**config.mk**
```make
export PLATFORM = sky130hd
export DESIGN_NAME = reg_port_arbiter
export DESIGN_NICKNAME = d
export VERILOG_FILES = /design/src/rtl/reg_arb_pkg.sv /design/src/rtl/rr_arbiter2.sv /design/src/rtl/reg_port_arbiter.sv
export SDC_FILE = /design/constraint.sdc
export NUM_CORES = 1
export LEC_CHECK = 0
export CAP_MARGIN = 30
export CORE_MARGIN = 2
export CORE_UTILIZATION = 40
export DETAILED_ROUTE_END_ITERATION = 8
export PLACE_DENSITY = 0.8
export RECOVER_POWER = 100
export SLEW_MARGIN = 10
export SYNTH_ARGS = -nofsm -noshare
export SYNTH_HDL_FRONTEND = slang
export SYNTH_HIERARCHICAL = 1
export SYNTH_SLANG_ARGS = --single-unit
export TNS_END_PERCENT = 20
```
**constraint.sdc**
```tcl
create_clock -name clk -period 3.2 [get_ports clk]
set_input_delay 0.64 -clock clk [delete_from_list [all_inputs] [get_ports clk]]
set_output_delay 0.64 -clock clk [all_outputs]
set_load 0.02 [all_outputs]
```
**src/rtl/reg_arb_pkg.sv**
```systemverilog
// ---------------------------------------------------------------------------
// reg_arb_pkg
// Shared definitions for the register-port arbiter: FSM state encoding,
// grant index constants and the read-timeout counter width.
// ---------------------------------------------------------------------------
package reg_arb_pkg;

   typedef enum logic [1:0] {
      IDLE  = 2'd0,
      ISSUE = 2'd1,
      WAIT  = 2'd2,
      DONE  = 2'd3
   } arb_state_t;

   localparam logic GRANT_M0 = 1'b0;
   localparam logic GRANT_M1 = 1'b1;

   // Wide enough for RD_TIMEOUT up to 255.
   localparam int CNT_WIDTH = 8;

endpackage

```
**src/rtl/rr_arbiter2.sv**
```systemverilog
// ---------------------------------------------------------------------------
// rr_arbiter2
// Two-input round-robin picker, purely combinational. The last_grant state
// is held by the parent so the pick only takes effect when the parent
// actually accepts a request.
//   req[1:0]    in   request vector, bit N = requester N
//   last_grant  in   index of the most recent grant
//   grant       out  index of the winner (only meaningful when req != 0)
// ---------------------------------------------------------------------------
module rr_arbiter2
   import reg_arb_pkg::*;
(
   input  logic [1:0] req,
   input  logic       last_grant,
   output logic       grant
);

   always_comb begin
      grant = GRANT_M0;
      unique case (req)
         2'b01:   grant = GRANT_M0;
         2'b10:   grant = GRANT_M1;
         // Tie: hand the port to whoever did not have it last.
         2'b11:   grant = ~last_grant;
         default: grant = GRANT_M0;
      endcase
   end

endmodule

```
**src/rtl/reg_port_arbiter.sv**
```systemverilog
// ---------------------------------------------------------------------------
// reg_port_arbiter
// Shares the single reg_bank access port between M0 (AXI4-Lite side) and
// M1 (local hardware master). Accesses are serialised one at a time with
// round-robin fairness; reads are guarded by a timeout that completes the
// access with err=1 and rdata=0 if reg_rd_valid never arrives.
//   clk, rst_n                  clock, asynchronous active-low reset
//   mN_req/we/addr/wdata/wstrb  requester N access (held until mN_ack)
//   mN_ack/rdata/err            one-cycle completion with read data/error
//   reg_wr_*                    write port to reg_bank (valid with reg_wr_en)
//   reg_rd_en/addr              read request to reg_bank
//   reg_rd_data/valid           read response from reg_bank
//   busy                        high whenever the FSM is not IDLE
// Every output comes straight from a flop.
// ---------------------------------------------------------------------------
module reg_port_arbiter
   import reg_arb_pkg::*;
#(
   parameter int ADDR_WIDTH = 4,
   parameter int DATA_WIDTH = 32,
   parameter int RD_TIMEOUT = 16
)(
   input  logic                    clk,
   input  logic                    rst_n,

   input  logic                    m0_req,
   input  logic                    m0_we,
   input  logic [ADDR_WIDTH-1:0]   m0_addr,
   input  logic [DATA_WIDTH-1:0]   m0_wdata,
   input  logic [DATA_WIDTH/8-1:0] m0_wstrb,
   output logic                    m0_ack,
   output logic [DATA_WIDTH-1:0]   m0_rdata,
   output logic                    m0_err,

   input  logic                    m1_req,
   input  logic                    m1_we,
   input  logic [ADDR_WIDTH-1:0]   m1_addr,
   input  logic [DATA_WIDTH-1:0]   m1_wdata,
   input  logic [DATA_WIDTH/8-1:0] m1_wstrb,
   output logic                    m1_ack,
   output logic [DATA_WIDTH-1:0]   m1_rdata,
   output logic                    m1_err,

   output logic                    reg_wr_en,
   output logic [ADDR_WIDTH-1:0]   reg_wr_addr,
   output logic [DATA_WIDTH-1:0]   reg_wr_data,
   output logic [DATA_WIDTH/8-1:0] reg_wr_strb,
   output logic                    reg_rd_en,
   output logic [ADDR_WIDTH-1:0]   reg_rd_addr,
   input  logic [DATA_WIDTH-1:0]   reg_rd_data,
   input  logic                    reg_rd_valid,

   output logic                    busy
);

   arb_state_t state, state_next;

   logic                    last_grant;
   logic                    grant_win;
   logic                    any_req;

   // Transaction fields captured in IDLE; later request changes are ignored.
   logic                    lat_grant;
   logic                    lat_we;
   logic [ADDR_WIDTH-1:0]   lat_addr;
   logic [DATA_WIDTH-1:0]   lat_wdata;
   logic [DATA_WIDTH/8-1:0] lat_wstrb;

   logic [CNT_WIDTH-1:0]    cnt;
   logic                    timeout_hit;

   logic                    done_now;
   logic [DATA_WIDTH-1:0]   done_rdata;
   logic                    done_err;

   assign any_req     = m0_req | m1_req;
   assign timeout_hit = (cnt == CNT_WIDTH'(RD_TIMEOUT - 1));

   rr_arbiter2 u_rr (
      .req        ({m1_req, m0_req}),
      .last_grant (last_grant),
      .grant      (grant_win)
   );

   // Next state plus the completion event that fires on entry to DONE.
   always_comb begin
      state_next = state;
      done_now   = 1'b0;
      done_rdata = '0;
      done_err   = 1'b0;
      unique case (state)
         IDLE: begin
            if (any_req) state_next = ISSUE;
         end
         ISSUE: begin
            if (lat_we) begin
               state_next = DONE;
               done_now   = 1'b1;
            end else begin
               state_next = WAIT;
            end
         end
         WAIT: begin
            // Valid data wins over a timeout landing in the same cycle.
            if (reg_rd_valid) begin
               state_next = DONE;
               done_now   = 1'b1;
               done_rdata = reg_rd_data;
            end else if (timeout_hit) begin
               state_next = DONE;
               done_now   = 1'b1;
               done_err   = 1'b1;
            end
         end
         DONE: begin
            state_next = IDLE;
         end
         default: state_next = IDLE;
      endcase
   end

   always_ff @(posedge clk or negedge rst_n) begin
      if (!rst_n) state <= IDLE;
      else        state <= state_next;
   end

   always_ff @(posedge clk or negedge rst_n) begin
      if (!rst_n) begin
         last_grant <= GRANT_M1;
         lat_grant  <= GRANT_M0;
         lat_we     <= 1'b0;
         lat_addr   <= '0;
         lat_wdata  <= '0;
         lat_wstrb  <= '0;
         cnt        <= '0;
         reg_wr_en  <= 1'b0;
         reg_rd_en  <= 1'b0;
         m0_ack     <= 1'b0;
         m1_ack     <= 1'b0;
         m0_rdata   <= '0;
         m1_rdata   <= '0;
         m0_err     <= 1'b0;
         m1_err     <= 1'b0;
         busy       <= 1'b0;
      end else begin
         // Strobes are single-cycle pulses unless re-asserted below.
         reg_wr_en <= 1'b0;
         reg_rd_en <= 1'b0;
         m0_ack    <= 1'b0;
         m1_ack    <= 1'b0;
         busy      <= (state_next != IDLE);

         if (state == IDLE && any_req) begin
            last_grant <= grant_win;
            lat_grant  <= grant_win;
            if (grant_win == GRANT_M1) begin
               lat_we    <= m1_we;
               lat_addr  <= m1_addr;
               lat_wdata <= m1_wdata;
               lat_wstrb <= m1_wstrb;
               reg_wr_en <= m1_we;
               reg_rd_en <= ~m1_we;
            end else begin
               lat_we    <= m0_we;
               lat_addr  <= m0_addr;
               lat_wdata <= m0_wdata;
               lat_wstrb <= m0_wstrb;
               reg_wr_en <= m0_we;
               reg_rd_en <= ~m0_we;
            end
         end

         if (state == ISSUE)
            cnt <= '0;
         else if (state == WAIT && !done_now)
            cnt <= cnt + 1'b1;

         // Ack is raised for the DONE cycle; rdata/err hold until the next
         // ack on the same port.
         if (done_now) begin
            if (lat_grant == GRANT_M1) begin
               m1_ack   <= 1'b1;
               m1_rdata <= done_rdata;
               m1_err   <= done_err;
            end else begin
               m0_ack   <= 1'b1;
               m0_rdata <= done_rdata;
               m0_err   <= done_err;
            end
         end
      end
   end

   // Latched fields feed the reg_bank port directly; they only matter while
   // the matching enable is high.
   assign reg_wr_addr = lat_addr;
   assign reg_wr_data = lat_wdata;
   assign reg_wr_strb = lat_wstrb;
   assign reg_rd_addr = lat_addr;

endmodule
```
# Word level (Yosys, flattened, before mapping)
# Cells that the tools add are included.
[totals]
in_bits = 119
ff_bits = 124
[op_classes]
eq_ne = 6
add_sub_neg = 1
bitwise = 5
n_mux = 27
n_reduce_logical = 8
[ops]
columns = ["cell", "count"]
rows = [
  ["two-way mux 32 bit", 3],
  ["two-way mux 8 bit", 2],
  ["two-way mux 1 bit", 14],
  ["adder 8 x 1 -> 8 bit, second input constant", 1],
  ["== test 2 bit, second input constant", 4],
  ["== test 8 x 4 -> 1 bit, second input constant", 1],
  ["two-way mux 4 bit", 2],
  ["one-hot mux 2 bit (4 select lines)", 1],
  ["two-way mux 2 bit", 3],
  ["inverter 1 bit", 4],
  ["one-hot mux 1 bit (2 select lines)", 2],
  ["AND reduction 2 bit", 2],
  ["nonzero test 2 bit", 2],
  ["== test 2 x 1 -> 1 bit, second input constant", 1],
  ["logical AND 1 bit", 2],
  ["logical NOT 2 bit", 1],
  ["logical NOT 1 bit", 1],
  ["bitwise OR 1 bit", 1],
]

# Depth between registers and ports, before layout
# Gate-level depths: netlist of run 1.
[depth]
ltp_word = 8
ltp_mapped = 10

# Cells and area by module
# Netlist of run 1, hierarchy kept.
[modules_own_cells]
columns = ["mod", "seq_area_each_um2", "area_each_um2", "n_inst", "cells_each"]
rows = [
  ["reg_port_arbiter", 3104.2, 5321.4, 1, 510],
  ["rr_arbiter2", 0.0, 11.3, 1, 1],
]

# Worst setup path before layout of run 1
# No wires, ideal clock.
[synth_timing]
kind = "register to register"
start = "reg state[0]"
end = "reg cnt[6]"
t_required_ns = 3.075
setup_ns = 0.125
path_stages_with_launch = 9
slack_ns = 1.216
t_arrival_ns = 1.859
period_less_slack_ns = 1.984
cell_sequence = "dfrtp_1 > inv_1 > ha_1 > clkbuf_1 > nand4_1 > o21ai_4 > a21oi_1 > nand4_1 > mux2_2"
[synth_between]
elab_chain_cells = 5
word_cells_on_any_way = 7
[synth_lines]
columns = ["item", "line", "rtl"]
rows = [
  ["start, declared", "reg_port_arbiter.sv:56", "arb_state_t state, state_next;"],
  ["start signal, assigned", "reg_port_arbiter.sv:124", "else state <= state_next;"],
  ["== test 2 bit / == test 2 x 1 -> 1 bit (equally long branches)", "reg_port_arbiter.sv:91, reg_port_arbiter.sv:175, reg_port_arbiter.sv:173", ""],
  ["one-hot mux 1 bit (2 select lines)", "reg_port_arbiter.sv:91", "unique case (state)"],
  ["logical NOT 1 bit", "reg_port_arbiter.sv:175", "else if (state == WAIT && !done_now)"],
  ["logical AND 1 bit", "reg_port_arbiter.sv:175", ""],
  ["nonzero test 2 bit (no source line)", "-", ""],
  ["end signal, assigned", "reg_port_arbiter.sv:176", "cnt <= cnt + 1'b1;"],
  ["end, declared", "reg_port_arbiter.sv:69", "logic [CNT_WIDTH-1:0] cnt;"],
]
# Several ways; a longest one is shown, not always the timed one.
# A chain may end at the register's enable or synchronous reset.

# Final worst setup path of run 1
[layout_timing]
start = "in m1_req"
end = "reg lat_wdata[14] (netlist: reg_wr_data[14])"
[layout_between]
elab_chain_cells = 3
word_cells_on_any_way = 6
[layout_lines]
columns = ["item", "line", "rtl"]
rows = [
  ["start, declared", "reg_port_arbiter.sv:35", "input logic m1_req,"],
  ["== test 2 bit", "rr_arbiter2.sv:20", "unique case (req)"],
  ["one-hot mux 1 bit (2 select lines) (*)", "rr_arbiter2.sv:20", ""],
  ["via grant_win", "reg_port_arbiter.sv:59", "logic grant_win;"],
  ["two-way mux 32 bit (*)", "reg_port_arbiter.sv:156", "if (grant_win == GRANT_M1) begin"],
  ["end signal, assigned", "reg_port_arbiter.sv:159", "lat_wdata <= m1_wdata;"],
  ["end signal, assigned", "reg_port_arbiter.sv:166", "lat_wdata <= m0_wdata;"],
  ["end, declared", "reg_port_arbiter.sv:66", "logic [DATA_WIDTH-1:0] lat_wdata;"],
]
# Mark *: on every way through the listed nets, which the timed path passes. The rest lies on a longest branch.

==> impl_metrics.env, run 1 <==
export IMPL_status="complete, no violations"
export IMPL_hold_class="flip-flop to flip-flop"
export IMPL_clock_skew_ns=0.0105
export IMPL_die_area_um2=14300
export IMPL_p_total_mw=8.13
export IMPL_first_pass_iters=5
export IMPL_setup_viol=0
export IMPL_grtUsageTotal=0.210
export IMPL_ys_flop_type="dfrtp_1"
export IMPL_cts_repair_resized=0
export IMPL_drive_above_1_share=0.0606
export IMPL_final_cells=918
export IMPL_netlist_area_um2=5330
export IMPL_start_util=0.406
export IMPL_clockBufferDepth=2
export IMPL_post_cts_buffers=0
export IMPL_rows=42
export IMPL_die_h_um=119
export IMPL_syn_avg_cell_area_um2=10.4
export IMPL_final_nets=852
export IMPL_cpMaxStageDelayCell="a21boi_1"
export IMPL_syn_to_final_growth_pct=55.2
export IMPL_core_um2=13100
export IMPL_drt_wirelength_per_cell_um=15.8
export IMPL_clock_sinks=124
export IMPL_yosysSeqAreaShare=0.582
export IMPL_r2r_cells=9
export IMPL_ys_async_sr_fraction=1.00
export IMPL_timing_fmax_ghz=0.361
export IMPL_synth_distinct_cells=35
export IMPL_crit_type="primary input to flip-flop"
export IMPL_io_pins=234
export IMPL_leakage_nw=3.86
export IMPL_relSlewSlack=0.0462
export IMPL_grt_max_degree=66
export IMPL_critical_path_buf_inv_count=2
export IMPL_die_x_um=119
export IMPL_rsz0062_at_grt="false"
export IMPL_startpoint_type="primary input"
export IMPL_first_global_vias=4643
export IMPL_power_density_nw_per_um2=982
export IMPL_io_buffers=233
export IMPL_gr_total_overflow=0
export IMPL_hpwl_um=10600
export IMPL_fin_util=0.630
export IMPL_cts_hold_fix_buffers=0
export IMPL_fin_crit_ns=2.77
export IMPL_critPathTopFamily="compound AO/OA/AOI/OAI gates"
export IMPL_htreeDepth=4
export IMPL_ir_worst_vdd_mv=0.469
export IMPL_diodes=0
export IMPL_ys_seq_elements=124
export IMPL_setup_tns_ns=0
export IMPL_drc=0
export IMPL_routed_wl_um=14500
export IMPL_gp_congestion=0.806
export IMPL_worst_slack_ns=0.433
export IMPL_worstPathRequired_ns=3.48
export IMPL_crit_fanout=33
export IMPL_period_share=0.865
export IMPL_post_place_ws_ns=0.703
export IMPL_rrSetupSlack_ns=0.80
export IMPL_clk_latency_ns=0.41
export IMPL_syn_num_nets=634
export IMPL_crit_chain="dlygate4sd3_1, a21boi_1, buf_12, mux2i_1, o21ai_0"
export IMPL_drtIter0Drc=270
export IMPL_final_area_um2=8270
export IMPL_worst_slew_pin_slew_ns=1.43
export IMPL_hold_depth=2
export IMPL_syn_inst=511
export IMPL_cts_buffers=17
export IMPL_fillers=1038
export IMPL_yosysWarnings=6
export IMPL_synth_edf_count=0
export IMPL_dpl_cell_area_um2=7770
export IMPL_grt_pass1_wl_um=23300
export IMPL_vias=4608
export IMPL_ant_nets=0
export IMPL_via_per_inst=5.02
export IMPL_max_cap_viol_count=0
export IMPL_clk_pin_slew_ns=0.05
export IMPL_post_place_cells=886
export IMPL_grt_antenna_before_repair=0
export IMPL_hold_viol=0
export IMPL_cp_end_kind="flip-flop"
export IMPL_holdWs_ns=0.468
export IMPL_cts_tree="yes"
export IMPL_cts_root_buf="clkbuf_16"
export IMPL_slew_violations=0
export IMPL_path_depth=5
export IMPL_cp_arrival_ns=3.04
export IMPL_cp_slowest_stage_delay_ns=1.06
cell usage after synthesis, types with 3 or more instances:
| master | n | area (µm²) |
|---|---|---|
| buf_4 | 4 | 30.0 |
| a211oi_1 | 3 | 22.5 |
| mux2i_1 | 42 | 420 |
| nand3_1 | 35 | 175 |
| o21ai_0 | 79 | 395 |
| o21ai_2 | 14 | 123 |
| nand2_1 | 108 | 405 |
| xnor2_1 | 6 | 52.6 |
| dfrtp_1 | 123 | 3080 |
| nor2_1 | 11 | 41.3 |
| o21ai_1 | 14 | 70.1 |
| buf_6 | 10 | 113 |
| buf_1 | 4 | 15.0 |
| inv_1 | 7 | 26.3 |
| nand4_1 | 3 | 18.8 |
| ha_1 | 4 | 50.1 |
| clkbuf_1 | 23 | 86.3 |
worst register-to-register path: stages, from the launching register on:
cell and delay [ns]:
dfrtp_1 0.39, inv_1 0.09, ha_1 0.18, buf_4 0.39, a22oi_1 0.21, o21ai_4 0.16, nand3_2 0.35, buf_12 0.32
nand2_1 0.09, o21ai_0 0.10
area by class of cell:
cell class                 instances  area [µm²]  area share
clock buffer                      24         492      0.0594
multi-input combinational        338        1900       0.229
sequential                       124        3100       0.375
timing repair buffer             241        2450       0.296
tap                              176         220      0.0266
clock inverter                     8        90.1      0.0109
inverter                           7        26.3     0.00318
placed cells by master (no fill, tap or decap), types with 2 or more instances in the layout:
cell type	netlist	final
dfrtp_1	123	123
clkdlybuf4s50_1	0	116
dlygate4sd3_1	0	116
nand2_1	108	108
o21ai_0	79	105
mux2i_1	42	42
nand3_1	35	35
clkbuf_16	0	17
nor2_1	11	11
inv_1	7	7
xnor2_1	6	6
clkinv_2	0	6
buf_12	0	5
ha_1	4	4
clkbuf_8	0	4
clkbuf_1	23	4
nand4_1	3	3
a211oi_1	3	3
o21ai_4	1	2
nand3_2	2	2
a2111oi_0	2	2
mux2_1	0	2
bufinv_16	0	2
buf_4	4	2
metal layers:
| metal | track usage | vias up | routed length (µm) |
|---|---|---|---|
| met5 | 0 | - | 0 |
| met4 | 0.0772 | 0 | 245 |
| met3 | 0.0666 | 20 | 1240 |
| met2 | 0.366 | 205 | 7300 |
| met1 | 0.242 | 2212 | 5730 |
| li1 | - | 2171 | - |
report_power, final:
group          switching [mW]  total, mW  internal, mW
clock network           0.643       1.86          1.22
registers               0.378       2.66          2.28
logic                    2.13       3.61          1.48
total                    3.15       8.13          4.97
kinds of logic after synthesis:
family,after synthesis,share of synthesized area
and+or+nand+nor,166,0.133
DFF,124,0.582
AOI/OAI and AO/OA,117,0.128
buffers and inverters,49,0.0516
muxes,45,0.0866
xor gates and xnor gates,6,0.00985
adders and majority gates,4,0.00939
path summary, 6_finish.rpt:
check,startpoint,endpoint
hold / removal,last_grant,last_grant
hold reg to reg,last_grant,last_grant
min in group asynchronous,rst_n,m1_rdata[31]
max in group asynchronous,rst_n,reg_wr_data[17]
setup reg to reg,state[0],m1_rdata[1]
setup / recovery,m1_req,reg_wr_data[14]
registers in the layout, indices dropped and copies added, names as in the netlist, 2 cells and up:
signal       cells
m0_rdata        32
m1_rdata        32
reg_wr_data     32
cnt              8
reg_rd_addr      4
reg_wr_strb      4
state            2
Power figures use the tool's default switching activity.
==> run 2: changes to the inputs <==
Settings changed: CORE_ASPECT_RATIO set to 1.75.
==> run 2 against run 1 <==
Clock power about the same. Worst hold slack better by 0.00054 ns. Sequential share of layout area about the same. Core utilization up 0.61 points. Count of clock-buffer cells in the layout down 6. Combinational power about the same.
==> impl_metrics.env, run 2 (synthesis results as in run 1) <==
export IMPL_power_density_nw_per_um2=977
export IMPL_drt_wirelength_per_cell_um=15.7
export IMPL_startpoint_type="primary input"
export IMPL_gp_congestion=0.797
export IMPL_post_cts_buffers=0
export IMPL_start_util=0.410
export IMPL_multiInputGateArea_um2=1890
export IMPL_setup_viol=0
export IMPL_gr_total_overflow=0
export IMPL_clock_sinks=124
export IMPL_rr_endpoint="m0_err"
export IMPL_worst_slew_pin_slew_ns=1.44
export IMPL_max_cap_viol_count=0
export IMPL_rsz0062_at_grt="false"
export IMPL_clock_skew_ns=0.0101
export IMPL_cp_endpoint="reg_wr_data[14]"
export IMPL_crit_start="m1_req"
export IMPL_die_area_um2=14300
export IMPL_relSlewSlack=0.0407
export IMPL_timing_fmax_ghz=0.375
export IMPL_rrSetupSlack_ns=0.74
export IMPL_r2r_cells=7
export IMPL_period_share=0.833
export IMPL_final_cell_mix="dfrtp_1 (123), clkdlybuf4s50_1 (117), dlygate4sd3_1 (115), nand2_1 (108), o21ai_0 (105)"
export IMPL_first_global_vias=4841
export IMPL_clk_pin_slew_ns=0.06
export IMPL_cts_repair_resized=0
export IMPL_fillers=1005
export IMPL_slew_violations=0
export IMPL_routed_wl_um=14400
export IMPL_cts_root_buf="clkbuf_16"
export IMPL_clockBufferDepth=2
export IMPL_grtUsageTotal=0.209
export IMPL_leakage_nw=3.87
export IMPL_grt_antenna_before_repair=0
export IMPL_io_buffers=233
export IMPL_ant_nets=0
export IMPL_drive_above_1_share=0.0644
export IMPL_status="complete, no violations"
export IMPL_hold_depth=2
export IMPL_crit_type="primary input to flip-flop"
export IMPL_grt_pass1_wl_um=23600
export IMPL_seqCellArea_um2=3100
export IMPL_worstPathRequired_ns=3.46
export IMPL_holdWs_ns=0.469
export IMPL_cp_end_kind="flip-flop"
export IMPL_core_um2=13000
export IMPL_drtIter0Drc=181
export IMPL_r2r_start="state[0]"
export IMPL_cts_hold_fix_buffers=0
export IMPL_grt_max_degree=74
export IMPL_cp_arrival_ns=2.93
export IMPL_fin_util=0.636
export IMPL_syn_to_final_growth_pct=55.1
export IMPL_ir_worst_vdd_mv=0.454
export IMPL_hold_viol=0
export IMPL_vias=4575
export IMPL_final_nets=855
export IMPL_clk_latency_ns=0.40
export IMPL_hpwl_um=10700
export IMPL_die_x_um=91.3
export IMPL_drc=0
export IMPL_die_h_um=157
export IMPL_first_pass_iters=4
export IMPL_crit_fanout=11
export IMPL_htreeDepth=4
export IMPL_cts_tree="yes"
export IMPL_final_common_cell="dfrtp_1"
export IMPL_via_per_inst=4.99
export IMPL_fin_crit_ns=2.66
export IMPL_diodes=0
export IMPL_rows=55
export IMPL_cts_buffers=17
export IMPL_hold_class="flip-flop to flip-flop"
export IMPL_io_pins=234
export IMPL_setup_tns_ns=0
-- run 2: per-stage QoR --
stage | instances | area, µm² | total power [mW] | setup slack, ns
after floorplan | 511 | 5330 | 4.77 | 1.22
after global placement | 884 | 7800 | 6.54 | 0.807
after detailed placement | 884 | 7800 | 6.68 | 0.762
after CTS | 916 | 8380 | 8.56 | 0.806
after global routing | 916 | 8270 | 8.61 | 0.371
final | 916 | 8270 | 8.08 | 0.535
-- run 2: worst min path at each step --
| stage | start | endpoint | slack, ns |
|---|---|---|---|
| detailed placement | m1_rdata[19] | m1_rdata[19] | 0.47 |
| global route | last_grant | last_grant | 0.49 |
| global placement | reg_wr_strb[2] | reg_wr_strb[2] | 0.46 |
| floorplan | rst_n | busy | 0.34 |
| CTS | rst_n | m0_rdata[25] | 0.32 |
| finish | last_grant | last_grant | 0.47 |
-- run 2: worst max-delay path: stages --
cell             delay (ns)
clkdlybuf4s50_1        0.54
a21boi_1               1.09
buf_4                  0.34
mux2i_1                0.21
o21ai_0                0.11
-- run 2: final cells by class --
cell class,count,area share
multi-input cells,338,0.228
clock buffers,18,0.0519
clock inverters,14,0.0175
flip-flops and latches,124,0.375
repair buffers,244,0.298
inverters,7,0.00318
well taps,171,0.0259
-- run 2: where the power goes --
group,switching [mW],internal [mW],total [mW]
Sequential,0.385,2.28,2.66
Combinational,2.10,1.48,3.58
Clock,0.692,1.15,1.84
Total,3.18,4.90,8.08
-- run 2: metal layers --
metal | GRT usage | vias to the layer above | share of wire
li1 | - | 2189 | -
met1 | 0.230 | 2155 | 0.38
met2 | 0.386 | 219 | 0.54
met3 | 0.0539 | 12 | 0.068
met4 | 0.0722 | 0 | 0.011
met5 | 0 | - | 0
